## src/rtl/four_bit_cpu_bootloader.sv

```systemverilog
// Program loader for the 4-bit CPU: synchronises externally strobed nibbles and writes them
// sequentially into instruction memory. Optional checksum stage enabled by BOOTLOADER_CHECKSUM_EN.
module four_bit_cpu_bootloader #(
  parameter int REGISTER_WIDTH       = 4,
  parameter int MEMORY_ADDRESS_WIDTH = 4,
  parameter int MEMORY_REGISTERS     = 16
) (
  input  logic                            clk_i,
  input  logic                            reset_i,
  input  logic                            prog_en_i,
  input  logic                            strobe_i,
  input  logic [REGISTER_WIDTH-1:0]       nibble_i,
  output logic                            bl_programm_o,
  output logic [REGISTER_WIDTH-1:0]       bl_data_o,
  output logic [MEMORY_ADDRESS_WIDTH-1:0] bl_address_o,
  output logic                            bl_write_en_mem_o,
  output logic                            done_o,
  output logic                            error_o
);

  localparam logic [MEMORY_ADDRESS_WIDTH-1:0] LAST_ADDR =
    MEMORY_ADDRESS_WIDTH'(MEMORY_REGISTERS - 1);

`ifdef BOOTLOADER_CHECKSUM_EN
  typedef enum logic [2:0] {IDLE, LOAD, CHECK, DONE, ERROR} state_t;
  logic [REGISTER_WIDTH-1:0] acc;
  logic                      error_q;
  assign error_o = error_q;
`else
  typedef enum logic [1:0] {IDLE, LOAD, DONE} state_t;
  assign error_o = 1'b0;
`endif

  state_t                    state;
  logic [1:0]                prog_sync;
  logic [2:0]                strb_sync;
  logic [REGISTER_WIDTH-1:0] nib_sync1, nib_sync2;
  logic                      prog_en_s, strb_rise;

  assign prog_en_s = prog_sync[1];
  assign strb_rise = strb_sync[1] & ~strb_sync[2];

  // NOTE: every register here is updated with <= so all flops see pre-edge values;
  // blocking assignments in a clocked block would create order-dependent shift chains.
  always_ff @(posedge clk_i or posedge reset_i) begin
    if (reset_i) begin
      state             <= IDLE;
      prog_sync         <= '0;
      strb_sync         <= '0;
      nib_sync1         <= '0;
      nib_sync2         <= '0;
      bl_programm_o     <= 1'b0;
      bl_data_o         <= '0;
      bl_address_o      <= '0;
      bl_write_en_mem_o <= 1'b0;
      done_o            <= 1'b0;
`ifdef BOOTLOADER_CHECKSUM_EN
      acc               <= '0;
      error_q           <= 1'b0;
`endif
    end else begin
      prog_sync         <= {prog_sync[0], prog_en_i};
      strb_sync         <= {strb_sync[1:0], strobe_i};
      nib_sync1         <= nibble_i;
      nib_sync2         <= nib_sync1;
      bl_write_en_mem_o <= 1'b0;

      case (state)
        IDLE: begin
          bl_programm_o <= 1'b0;
          if (prog_en_s) begin
            state         <= LOAD;
            bl_programm_o <= 1'b1;
            bl_address_o  <= '0;
            done_o        <= 1'b0;
`ifdef BOOTLOADER_CHECKSUM_EN
            acc           <= '0;
            error_q       <= 1'b0;
`endif
          end
        end

        LOAD: begin
          if (!prog_en_s) begin
            // Abort: words already written stay in memory, flags cleared.
            state         <= IDLE;
            bl_programm_o <= 1'b0;
            done_o        <= 1'b0;
`ifdef BOOTLOADER_CHECKSUM_EN
            error_q       <= 1'b0;
`endif
          end else if (bl_write_en_mem_o) begin
            // Edge ending the write pulse: advance address, leave after the last word.
            if (bl_address_o == LAST_ADDR) begin
              bl_address_o <= '0;
`ifdef BOOTLOADER_CHECKSUM_EN
              state        <= CHECK;
`else
              state         <= DONE;
              done_o        <= 1'b1;
              bl_programm_o <= 1'b0;
`endif
            end else begin
              bl_address_o <= bl_address_o + MEMORY_ADDRESS_WIDTH'(1);
            end
          end else if (strb_rise) begin
            bl_data_o         <= nib_sync2;
            bl_write_en_mem_o <= 1'b1;
`ifdef BOOTLOADER_CHECKSUM_EN
            acc               <= acc + nib_sync2;
`endif
          end
        end

`ifdef BOOTLOADER_CHECKSUM_EN
        CHECK: begin
          if (!prog_en_s) begin
            state         <= IDLE;
            bl_programm_o <= 1'b0;
            done_o        <= 1'b0;
            error_q       <= 1'b0;
          end else if (strb_rise) begin
            if (nib_sync2 == acc) begin
              state         <= DONE;
              done_o        <= 1'b1;
              bl_programm_o <= 1'b0;
            end else begin
              // CPU stays held in programming mode until the host drops prog_en.
              state   <= ERROR;
              error_q <= 1'b1;
            end
          end
        end

        ERROR: begin
          if (!prog_en_s) begin
            state         <= IDLE;
            bl_programm_o <= 1'b0;
          end
        end
`endif

        DONE: begin
          if (!prog_en_s) state <= IDLE;
        end

        default: state <= IDLE;
      endcase
    end
  end

endmodule

```

## config.mk

```make
export PLATFORM = sky130hd
export DESIGN_NAME = four_bit_cpu_bootloader
export DESIGN_NICKNAME = d
export VERILOG_FILES = /design/src/rtl/four_bit_cpu_bootloader.sv
export SDC_FILE = /design/constraint.sdc
export NUM_CORES = 1
export LEC_CHECK = 0
export CAP_MARGIN = 30
export CORE_MARGIN = 2
export CORE_UTILIZATION = 43
export CTS_CLUSTER_SIZE = 25
export DETAILED_ROUTE_END_ITERATION = 6
export PLACE_DENSITY = 0.79
export SYNTH_ARGS = -nofsm -noshare
export SYNTH_HDL_FRONTEND = slang
export SYNTH_SLANG_ARGS = --single-unit
```

## constraint.sdc

```tcl
create_clock -name clk_i -period 1.45 [get_ports clk_i]
set_input_delay 0.435 -clock clk_i [delete_from_list [all_inputs] [get_ports clk_i]]
set_output_delay 0.435 -clock clk_i [all_outputs]
set_load 0.05 [all_outputs]
```

# Word level (Yosys, flattened, before mapping)
# Index checks and enable logic that the tools add are counted.
# word_totals
register_bits	26
in_bits	8
output_inout_bits	12
word_cells	55
# op_classes
n_addsub	1
n_eq_ne	9
n_mux	25
bitwise	3
reduce_logical	7
# ops
operator	count
4-bit two-way mux	4
4-bit AND reduction	4
1-bit two-way mux	12
2-bit two-way mux	5
2-bit != test (second input constant)	4
4-bit one-hot mux with 2 select lines	1
3-bit != test (second input constant)	2
2-bit one-hot mux with 3 select lines	1
4-bit by 1-bit adder with 4-bit output (second input constant)	1
4-bit == test (second input constant)	1
1-bit one-hot mux with 2 select lines	2
3-bit AND reduction	1
2-bit by 1-bit == test with 1-bit output (second input constant)	1
2-bit == test (second input constant)	1
2-bit logical NOT	1
1-bit NOT	2
2-bit nonzero test	1
1-bit AND	1

# Logic depth before layout (Yosys ltp)
# logic_depth
ltp_word	6
mapped_depth	5
mapped_depth_nobuf	4

# Least setup slack after synthesis
# OpenSTA, ideal clock, no wires.
# synth_timing
kind	reg2reg
start	reg bl_write_en_mem_o
end	reg bl_data_o[0]
setup_ps	125
t_arrival_ps	1579
required_time_ps	1325
path_slack_ps	-254
stages_incl_launch_ff	4
n_path_buf	1
period_less_slack_ps	1704
cell_sequence	dfrtp_1 -> or4_4 -> buf_6 -> mux2_4
# synth_between
elab_chain_len	2
# synth_rtl
element	line_no	text
from (decl)	16	output logic bl_write_en_mem_o,
from (signal assigned)	55	bl_write_en_mem_o <= 1'b0;
from (signal assigned)	66	bl_write_en_mem_o <= 1'b0;
from (signal assigned)	108	bl_write_en_mem_o <= 1'b1;
1-bit NOT (no source line)	-	
4-bit AND reduction (no source line)	-	
to (signal assigned)	107	bl_data_o <= nib_sync2;
to (decl)	14	output logic [REGISTER_WIDTH-1:0] bl_data_o,
# No other way between the ends.
# A chain may end at the register's enable or synchronous reset.

# Worst setup path in the final report
# layout_timing
start	reg strb_sync[2]
end	reg bl_data_o[2]
# layout_between
elab_chain_len	3
# layout_rtl
element	line_no	text
from (decl)	36	logic [2:0] strb_sync;
from (signal assigned)	63	strb_sync <= {strb_sync[1:0], strobe_i};
1-bit NOT	41	assign strb_rise = strb_sync[1] & ~strb_sync[2];
1-bit AND	41	
4-bit AND reduction (no source line)	-	
# No other way between the ends.

==> summary by stage <==
Final layout
Compared with the post-synthesis result, the final layout area differs by 45.9%. After the flow finishes, the layout carries non-filler instances totaling 124. After filler insertion, the fill cell instance count of the layout stands at 167. Cells fill 65.3% of the core in the end. Once layout is done, the placed cells without fillers occupy 1420 um^2.

The fraction of final layout cells with drive strength greater than 1 is ~40%. The net count of the finished layout is 106. The count of inserted antenna diode cells is 0.

Hold path
The count of cells along the worst hold path is 0. The tightest min-delay check is of the reg2reg type.

Timing
In the final timing run, aggregate negative setup slack is -0.279 ns. Derived from the worst setup path, the maximum achievable clock frequency is 0.657 GHz. The final-report max-slew violation count is 0. The post-route fraction of the period consumed by the critical path is 105%.

Setup repair after global routing could not meet its margin everywhere. The hold violation count in the final report is 0. Setup slack on the critical path of the routed design comes to -0.0728 ns. The clock skew is 0.00513 ns.

The final setup violation count is 5. Final hold analysis gives a worst-case slack of 0.364 ns. Counting I/O delays and the setup requirement, the final critical path takes approximately 1.5 ns.

Floorplan
The initial core utilization is 44.8%. The number of placement rows is 17. The die height is 51.5 um. In this run the horizontal extent of the chip is 51.5 um. The die area is roughly 2700 um^2.

The number of placed I/O pins is 20. The floorplan step defined a core boundary enclosing around 2200 um^2.

Clock network
The clock transition at the registers of the reported paths is 0.13 ns. TritonCTS built the clock tree. The tree is rooted in a clkbuf_4. The number of levels the H-tree was split into is 1.

The clock passes through at most 2 buffers. The total CTS buffers is 3. The number of sinks on the clock net is 26. The clock insertion delay at the later pin of the skew report is 0.31 ns.

Drt
Detailed routing inserted a total of 599 vias. The detailed router finished its first iteration with 9 violations. The number of nets still failing antenna checks after routing is 0. For this block, the routed nets add up to 1.71 mm of wire. Using the TritonRoute via totals, the vias-per-cell ratio works out to about 4.8. The number of remaining DRC errors is 0. Dividing the detail-routed wire length by the instance count gives approximately 14 um. The detailed-routing iteration count for the pre-antenna-repair pass is 5.

Global route
For this run, the total global-route usage over all layers was measured as 15.0%. Entering global routing, the biggest net connects 27 pins. The via count of the first global-routing pass was 618. The initial antenna violation count was 0. The wire length of the first global-routing pass is 2.86 mm. The total congestion overflow after global routing is 0.

Yosys
The number of unique standard cell types used by synthesis is 31. The number of warnings printed during yosys synthesis is 0. The synthesized cell area is 971 um^2.

Averaged over all synthesized cells, the footprint is 13.9 um^2. The number of nets handed over by synthesis was 79. After synthesis the netlist holds a flip-flop and latch count of 26.

The instance count of the mapped netlist is 70. Of the synthesized area, sequential elements account for 67.0%.

Placement
In this run the cell area measured after placement is 1350 um^2. The post-placement setup slack is -0.0426 ns. The routability congestion estimate from global placement is 0.759. Port buffering added 18 buffers. After detailed placement, the design holds a cell count of 118. The placed wire-length estimate after detailed placement is 1.16 mm.

Pwr
The overall power consumption is 1.53 mW. Summed over all cells, the static leakage comes to 0.662 nW. The power per standard cell area is 1080 nW/um^2. Across the VDD grid, the largest voltage drop is 0.659 mV.

Critical path
STA classifies the critical path startpoint as a flop. Data arrives at the worst endpoint at 1.73 ns. The critical path in this run is classified as reg2reg. The worst register-to-register path begins at strb_sync[2]. The register-to-register setup slack is -0.07 ns.

The worst setup path startpoint is strb_sync[2]. STA puts the critical path data required time at roughly 1.7 ns. The worst register-to-register path ends at bl_data_o[2]. Measured in cells, the most critical reg-to-reg path has a length of 3. The kind of end point of the critical path is a flop.

The end of the critical path is bl_data_o[2]. The highest fanout seen on the critical path is 5.

Outcome
The run finished, with violations left. The final reports fail on setup timing.

Job
The tool flagged a number of max-cap violations equal to 0.
==> sequential cells by signal, indices dropped and copies added, names as in the netlist <==
| name | cells |
|---|---|
| strb_sync | 3 |
| bl_address_o | 4 |
| bl_data_o | 4 |
| prog_sync | 2 |
| done_o | 1 |
| state | 2 |
| bl_write_en_mem_o | 1 |
| nib_sync2 | 4 |
| bl_programm_o | 1 |
| nib_sync1 | 4 |
==> cell usage after synthesis (all sizes together) <==
master / count / share of area [%]
a22o: 1 / 0.90
o21ai: 2 / 1.0
conb: 1 / 0.39
nor3b: 1 / 0.77
nand2b: 2 / 1.5
nand3: 1 / 0.51
nand2: 4 / 1.5
xnor2: 1 / 0.90
a21oi: 2 / 1.0
ha: 1 / 1.3
mux2: 4 / 6.2
nor2: 1 / 0.39
nand4: 1 / 0.64
a221o: 1 / 1.2
buf: 3 / 2.4
a32o: 1 / 1.0
and4b: 1 / 1.2
a21o: 1 / 0.77
inv: 4 / 1.5
a31oi: 1 / 0.64
dfrtp: 26 / 67
and3: 1 / 0.64
or4: 1 / 1.2
or2: 1 / 0.64
o211ai: 1 / 0.77
nor2b: 3 / 1.9
clkbuf: 1 / 0.39
o31ai: 2 / 1.5
==> cells in the final DEF, fill, tap and decap left out, types with 2 or more instances in the layout <==
cell type,synthesis,routed
a21oi_1,2,2
buf_12,0,12
buf_4,1,6
clkbuf_4,0,3
clkdlybuf4s50_1,0,7
dfrtp_1,26,22
dfrtp_2,0,4
inv_1,4,4
mux2_4,4,4
nand2_1,4,4
nand2b_4,0,2
nor2b_1,3,3
o21ai_0,2,2
o31ai_1,2,2
==> worst min-delay path by stage <==
stage	startpoint	end	slack (ns)
after floorplan	nib_sync1[0]	nib_sync2[0]	0.33
after global placement	prog_sync[0]	prog_sync[1]	0.33
after detailed placement	nib_sync1[0]	nib_sync2[0]	0.33
after CTS	nib_sync1[0]	nib_sync2[0]	0.36
after global routing	nib_sync1[2]	nib_sync2[2]	0.37
final	nib_sync1[2]	nib_sync2[2]	0.36
==> power breakdown <==
| part | switching, mW | total [mW] | internal (mW) |
|---|---|---|---|
| Sequential | 0.0461 | 0.820 | 0.774 |
| Combinational | 0.163 | 0.350 | 0.187 |
| Clock | 0.204 | 0.357 | 0.153 |
| Total | 0.413 | 1.53 | 1.11 |
==> worst max-delay path, stage by stage (launching register included) <==
cell	delay, ns
dfrtp_1	0.40
nand2b_4	0.14
or4_4	0.57
mux2_4	0.32
==> kinds of logic after synthesis <==
| group | after synthesis | synth area share [%] |
|---|---|---|
| compound gates | 12 | 8.89 |
| xor+xnor | 1 | 0.902 |
| fa+ha+maj | 1 | 1.29 |
| buf+inv | 8 | 4.38 |
| flops | 26 | 67.0 |
| mux | 4 | 6.19 |
| other cells | 1 | 0.386 |
| simple gates | 17 | 11.0 |
==> per-layer routing <==
layer  global-route usage, %  wire, um  vias up  share of wire (%)
li1                        -         -      289                  -
met1                    20.3       758      290                 44
met2                    24.1       876       18                 51
met3                    3.74        71        2                4.1
met4                    3.95         5        0               0.29
met5                       0         0        -                  0
==> layout make-up <==
class,instances,area [um^2],share of cell area (%)
Multi-Input combinational cell,36,308,21.7
Inverter,4,15.0,1.06
Clock buffer,4,36.3,2.56
Sequential cell,26,656,46.3
Timing Repair Buffer,26,367,25.9
Tap cell,28,35.0,2.47
==> what timing repair did <==
| item | in CTS | in global routing |
|---|---|---|
| setup endpoints to repair | 5 | 7 |
| pin swaps | 1 | 0 |
| resized for setup | 1 | 2 |
| cloned | 0 | 0 |
| buffers inserted | 1 | 1 |
| hold buffers | 0 | 0 |
| hold endpoints to repair | 0 | 0 |
Power figures use the tool's default switching activity.
